## config.mk

```make
export PLATFORM = sky130hd
export DESIGN_NAME = pc_gen
export DESIGN_NICKNAME = d
export VERILOG_FILES = /design/src/rtl/pc_gen.sv
export SDC_FILE = /design/constraint.sdc
export NUM_CORES = 1
export LEC_CHECK = 0
export CAP_MARGIN = 5
export CORE_ASPECT_RATIO = 1.75
export CORE_MARGIN = 3
export CORE_UTILIZATION = 40
export DETAILED_ROUTE_END_ITERATION = 12
export GPL_TIMING_DRIVEN = 0
export PLACE_DENSITY = 0.74
export SETUP_SLACK_MARGIN = 0.4
export SYNTH_ARGS = -nofsm -noshare
export SYNTH_HDL_FRONTEND = slang
export SYNTH_SLANG_ARGS = --single-unit
```

## constraint.sdc

```tcl
create_clock -name clk -period 3.65 [get_ports clk]
set_input_delay 1.095 -clock clk [delete_from_list [all_inputs] [get_ports clk]]
set_output_delay 1.095 -clock clk [all_outputs]
set_load 0.005 [all_outputs]
```

## src/rtl/pc_gen.sv

```systemverilog
// pc_gen: fetch PC generator selecting redirect, stall hold, RAS return, predicted target or sequential step.
module pc_gen #(
  parameter int ADDR_W = 32,
  parameter logic [ADDR_W-1:0] RESET_PC = '0,
  parameter int RAS_DEPTH = 4,
  parameter bit C_EXT = 1'b1
) (
  input  logic              clk,
  input  logic              rst,
  input  logic              branch_interception,
  input  logic [ADDR_W-1:0] npc,
  input  logic              if_stall,
  input  logic              br_prd,
  input  logic [ADDR_W-1:0] npc_prd,
  input  logic              inst_c,
  input  logic              ras_push,
  input  logic              ras_pop,
  output logic [ADDR_W-1:0] if_pc_i,
  output logic              redirect_o,
  output logic              ras_empty,
  output logic              ras_full
);
  localparam int PW = (RAS_DEPTH > 1) ? $clog2(RAS_DEPTH) : 1;
  localparam logic [PW:0] CNT_MAX = RAS_DEPTH[PW:0];
  localparam logic [ADDR_W-1:0] ALIGN = C_EXT ? ~ADDR_W'(1) : ~ADDR_W'(3);
  logic [ADDR_W-1:0] r_pc, w_seq, w_top;
  logic [ADDR_W-1:0] r_ras [RAS_DEPTH];
  logic [PW-1:0]     r_ptr, w_ptr_inc;
  logic [PW:0]       r_cnt;
  logic              r_redirect, w_pop, w_ras_en;
  assign w_seq     = r_pc + ((C_EXT && inst_c) ? ADDR_W'(2) : ADDR_W'(4));
  assign w_top     = r_ras[r_ptr];
  assign w_ptr_inc = r_ptr + PW'(1);
  assign ras_empty = r_cnt == '0;
  assign ras_full  = r_cnt == CNT_MAX;
  assign w_pop     = ras_pop && !ras_empty;
  assign w_ras_en  = !branch_interception && !if_stall;
  assign if_pc_i   = r_pc;
  assign redirect_o = r_redirect;
  always_ff @(posedge clk or negedge rst) begin
    if (!rst) begin
      r_pc       <= RESET_PC;
      r_redirect <= 1'b0;
      r_ptr      <= '0;
      r_cnt      <= '0;
    end else begin
      r_redirect <= branch_interception;
      if (branch_interception) begin
        r_pc  <= npc & ALIGN;
        r_ptr <= '0;
        r_cnt <= '0;
      end else if (!if_stall) begin
        r_pc <= w_pop ? (w_top & ALIGN) : br_prd ? (npc_prd & ALIGN) : w_seq;
        if (ras_push && !w_pop) begin
          r_ptr <= w_ptr_inc;
          r_cnt <= ras_full ? r_cnt : r_cnt + (PW+1)'(1);
        end else if (w_pop && !ras_push) begin
          r_ptr <= r_ptr - PW'(1);
          r_cnt <= r_cnt - (PW+1)'(1);
        end
      end
    end
  end
  // Push+pop on a non-empty stack replaces the top in place; a lone push writes one slot above.
  always_ff @(posedge clk) begin
    if (w_ras_en && ras_push)
      r_ras[w_pop ? r_ptr : w_ptr_inc] <= w_seq;
  end
endmodule

```

Yosys cells after proc, flatten, opt, wreduce, memory -nomap -nowiden

Memory sizes are Yosys's and may differ from the RTL's.
Cells that the tools add are included.

Input port bits: 72
Memory bits (writable): 128
Logic and storage cells: 44
Register bits after elaboration: 38
Memories kept: 1

Memory list:

| memory | words | bits a word | read ports | clocked after memory_dff | write ports | RTL line | text |
|---|---|---|---|---|---|---|---|
| r_ras  | 4     | 32          | 1          | 0                        | 1           | 27       | `logic [ADDR_W-1:0] r_ras [RAS_DEPTH];` |

Equal/unequal tests: 3
$add $sub $neg: 5
Reduce and logical (&&, ||, !) cells: 14
Muxes and demuxes: 17

Operators by type and width:

| cell                                                                | number |
|---|---|
| 32-bit two-way mux                                                  | 4 |
| 32-bit by 3-bit adder with 32-bit output                            | 1 |
| 3-bit two-way mux                                                   | 6 |
| 2-bit two-way mux                                                   | 5 |
| 1-bit logical AND                                                   | 5 |
| 1-bit zero test                                                     | 5 |
| 3-bit by 1-bit adder with 3-bit output (second input constant)      | 1 |
| 3-bit == test (second input constant)                               | 1 |
| 3-bit zero test                                                     | 1 |
| 3-bit inequality test (second input constant)                       | 1 |
| 3-bit AND reduction                                                 | 1 |
| 3-bit nonzero test                                                  | 1 |
| 3-bit by 1-bit subtractor with 3-bit output (second input constant) | 1 |
| 2-bit by 1-bit adder with 2-bit output (second input constant)      | 1 |
| 1-bit two-way mux                                                   | 2 |
| 2-bit inequality test (second input constant)                       | 1 |
| 2-bit AND reduction                                                 | 1 |
| 2-bit by 1-bit subtractor with 2-bit output (second input constant) | 1 |

Depth between registers and ports, before layout

Depth after elaboration: 8
Depth in mapped cells: 11

Least setup slack after synthesis

No wires, ideal clock.

Path kind: input to register
Start: input branch_interception
End: memory r_ras[0][10], enable pin
Arrival: 3505 ps
Path buffers: 2
Slack: -284 ps
Stages: 5
Required time: 3220 ps
Cells stage by stage: clkbuf_1 > nor2_1 > clkbuf_1 > nand2_1 > a21oi_1

Longest elaborated chain between the ends: 5

Ends and longest elaborated chain:

| what               | RTL line | text |
|---|---|---|
| start: declaration | 10       | `input logic branch_interception,` |
| 1-bit zero test    | 37       | `assign w_ras_en = !branch_interception && !if_stall;` |
| 1-bit logical AND  | 37       |  |
| 1-bit logical AND  | 66       | `if (w_ras_en && ras_push)` |
| 1-bit two-way mux  | 66       |  |
| 1-bit two-way mux  | 67       | `r_ras[w_pop ? r_ptr : w_ptr_inc] <= w_seq;` |
| end: declaration   | 27       |  |

No other way between the ends.

Worst setup path in the final report

Start: input branch_interception
End: memory r_ras[0][23], enable pin

The elaborated chain is that of the path after synthesis.

==> run summary <==
Status - finished clean
Slowest CP cell - clkdlybuf4s50_1
Netlist cell types - 62
Worst Path Max Fanout - 19
Crit Path Category - in -> reg
Post-synth EDFFs - 124
GP Congestion - 0.8995
RR Startpoint - r_ptr[1]
Avg Inst Size Synth - 12.95 µm²
Multi-input gate area - 2998 µm²
Crit path from - branch_interception
Number of remaining DRC errors - 0
Worst Max-Slew Pin Slew - 810.1 ps
Routed Antenna Nets - 0
Share of the synthesized area in the top cell type - 0.4785
Max_cap viols - 0
Cts bufs inserted - 17
Clock Skew - 6.798 ps
Hold Vio Cnt, Final - 0
Synth Flop Type - edfxtp_1
Area grow syn2layout - 28.96%
Endpoints failing setup - 0
Syn Nets - 677
Max rail drop VDD - 0.2963 mV
Final worst-path cycle share - 0.8744
I/O Buffers - 100
Initial antenna violation count - 0
RSZ-0062 raised after global routing - false
PD cells - 490.0 nW/µm²
Die height - 190.5 µm
Cell area after synthesis - 7782 µm²
Global-route wire length before repair - 35790 µm
Place WS - -1054 ps
Inserted Diodes - 0
Fmax - 0.3133 GHz
Die area - 21230 µm²
Vias - 5974
Grt total ovfl - 0
Slowest Stage Delay on Critical Path - 460 ps
CP Capture Type - flip-flop
Vias/cell - 6.053
Worst Setup EP - r_ras[0][23]
Drt wl/cell - 23.90 µm
Worst-path cell chain - clkdlybuf4s50_1 -> clkbuf_1 -> nor2_4 -> clkbuf_2 -> nand2_1 -> a21oi_4 -> buf_16
Reg2Reg Depth - 6
Crit path max-delay family - buffers and inverters
Hold/Removal Path Class - in -> async
FF/Latch Area - 4649 µm²
Initial Util - 0.4133
DRT iter0 DRCs - 555
CTS tree - built
Post-route setup TNS - 0 ps
Boundary Pins - 107
Total length of routed wires - 23590 µm
Buf+Inv Stages, Crit Path - 4
Vias in the first global route - 6248
#FFs+latches synth - 161
Sinks on Clock Net - 161
Nets - 812
Part of the Yosys area used for sequential elements - 0.5974
CTS Root Cell - clkbuf_16
Leakage - 3.451 nW
Post-route setup slack - 458.4 ps
DP HPWL - 16310 µm
Post-synthesis async set-or-reset flop share - 0.2298
Worst Path Required - 3790 ps
Core Box Area - 18830 µm²
Total track usage - 0.2253
CP arrival - 3330 ps
Crit path time final - 3192 ps
H-tree levels - 4
DRT Pass-1 Iters - 6
Max-slew headroom - 0.4600
Layout cell share with drive strength beyond 1 - 0.1629
Reg-to-Reg End - r_ras[0][23]
WP depth - 7
Max Slew Vio Count - 0
Area contributors post-synth - edfxtp_1, dfrtp_1, mux4_2
Fillers - 1556
Max clock buf depth - 2
R2R setup slack - 680 ps
Clk Latency, worst-skew pair - 430 ps
Clock-pin transition on the worst setup and hold timing paths - 60 ps
Largest net degree at the start of global routing - 33
Startpoint types - input port
Synth Warn # - 0
Die W - 111.4 µm
Num rows - 66
Synth area leader - edfxtp_1
Synth Instances - 601
per-stage QoR:
stage / std cells / hold slack [ps] / power [W] / utilization / area (µm²)
global placement: 939 / 601.4 / 0.003130 / 0.4829 / 9091
detailed placement: 943 / 611.3 / 0.003164 / 0.4895 / 9216
floorplan: 601 / 564.4 / 0.002741 / - / 7792
global route: 987 / 502.2 / 0.005086 / 0.5330 / 10040
finish: 987 / 492.6 / 0.004918 / 0.5330 / 10040
CTS: 986 / 499.9 / 0.004901 / 0.5297 / 9973
power by group:
group	total, W	internal [W]	switching (W)	leakage [nW]
registers	0.00223	0.00212	0.000114	1.56
logic	0.000941	0.000438	0.000502	1.63
clock network	0.00174	0.00101	0.000738	0.267
total	0.00492	0.00356	0.00135	3.45
synthesized netlist by cell type (all sizes together) (3+ instances only):
| cell | n |
|---|---|
| or2 | 7 |
| a2bb2oi | 3 |
| nand2 | 63 |
| xnor2 | 15 |
| nand2b | 11 |
| and4 | 6 |
| o21bai | 4 |
| inv | 10 |
| mux2i | 6 |
| nor4 | 10 |
| mux4 | 31 |
| and3 | 11 |
| nor2 | 33 |
| xor2 | 11 |
| buf | 14 |
| a21oi | 22 |
| o21ai | 38 |
| nor3 | 11 |
| nand3 | 17 |
| edfxtp | 124 |
| a211oi | 5 |
| a21o | 4 |
| a31oi | 10 |
| o22ai | 3 |
| dfrtp | 37 |
| nand4 | 9 |
| and2 | 4 |
| o31a | 11 |
| clkbuf | 28 |
| or3 | 5 |
| o311ai | 7 |
worst min-delay path by stage:
stage,slack [ps],to,from
2_1_floorplan,560,r_cnt[2],r_cnt[2]
4_1_cts,500,if_pc_i[1],rst
6_report,490,if_pc_i[2],rst
5_1_grt,500,if_pc_i[2],rst
3_5_place_dp,610,r_cnt[2],r_cnt[2]
3_3_place_gp,600,r_cnt[2],r_cnt[2]
logic make-up (layout without fill, tap and decap cells):
family	count (synthesis)	count (layout)	synth area share
AND/OR/NAND/NOR	195	196	0.1293
XOR/XNOR	26	26	0.02926
buffers and inverters	53	200	0.03376
flip-flops	161	161	0.5974
other	1	1	0.0004819
multiplexers	38	38	0.09887
adder cells (fa/ha/maj)	4	4	0.008360
AO/OA/AOI/OAI	123	123	0.1026
cells in the final DEF (no fill, tap or decap), drive strengths merged, types with 5 or more instances in the layout:
cell type      Yosys  final
xor2              11     11
nand3             17     17
a211oi             5      5
edfxtp           124    124
mux2i              6      6
nor3              11     11
xnor2             15     15
a31oi             10     10
dfrtp             37     37
nor4              10     10
buf               14     30
clkbuf            28     47
mux4              31     31
clkdlybuf4s50      1     99
o31a              11     11
and3              11     11
clkinv             0      5
and4               6      6
nand2             63     63
a21oi             22     22
nor2              33     34
inv               10     12
or3                5      5
nand2b            11     11
o311ai             7      7
nand4              9      9
o21ai             38     38
or2                7      7
sequential cells by signal, indices dropped and copies added (netlist names):
name,count
r_ras,124
if_pc_i,31
r_cnt,3
r_ptr,2
redirect_o,1
what timing repair did:
action,4_1_cts,5_1_grt
gates cloned,1,0
resized for setup,11,11
hold buffers,0,0
setup endpoints to repair,169,86
setup buffers,10,1
pin swaps,6,4
layout make-up:
type                            count  share of cell area
Sequential cell                   161              0.4633
Multi-Input combinational cell    388              0.2987
Timing Repair Buffer              115              0.1242
Clock buffer                       19             0.04314
Tap cell                          238             0.02967
Buffer                             43             0.02344
Clock inverter                     13             0.01384
Inverter                           10            0.003740
routing by layer:
metal | up-vias | global-route usage | share of wire
met5 | - | 0 | 0
met4 | 0 | 0.1396 | 0.065
met3 | 106 | 0.04986 | 0.087
met2 | 393 | 0.3898 | 0.52
met1 | 2905 | 0.2513 | 0.33
li1 | 2570 | - | -
No activity file was read; power rests on OpenSTA's default activity.
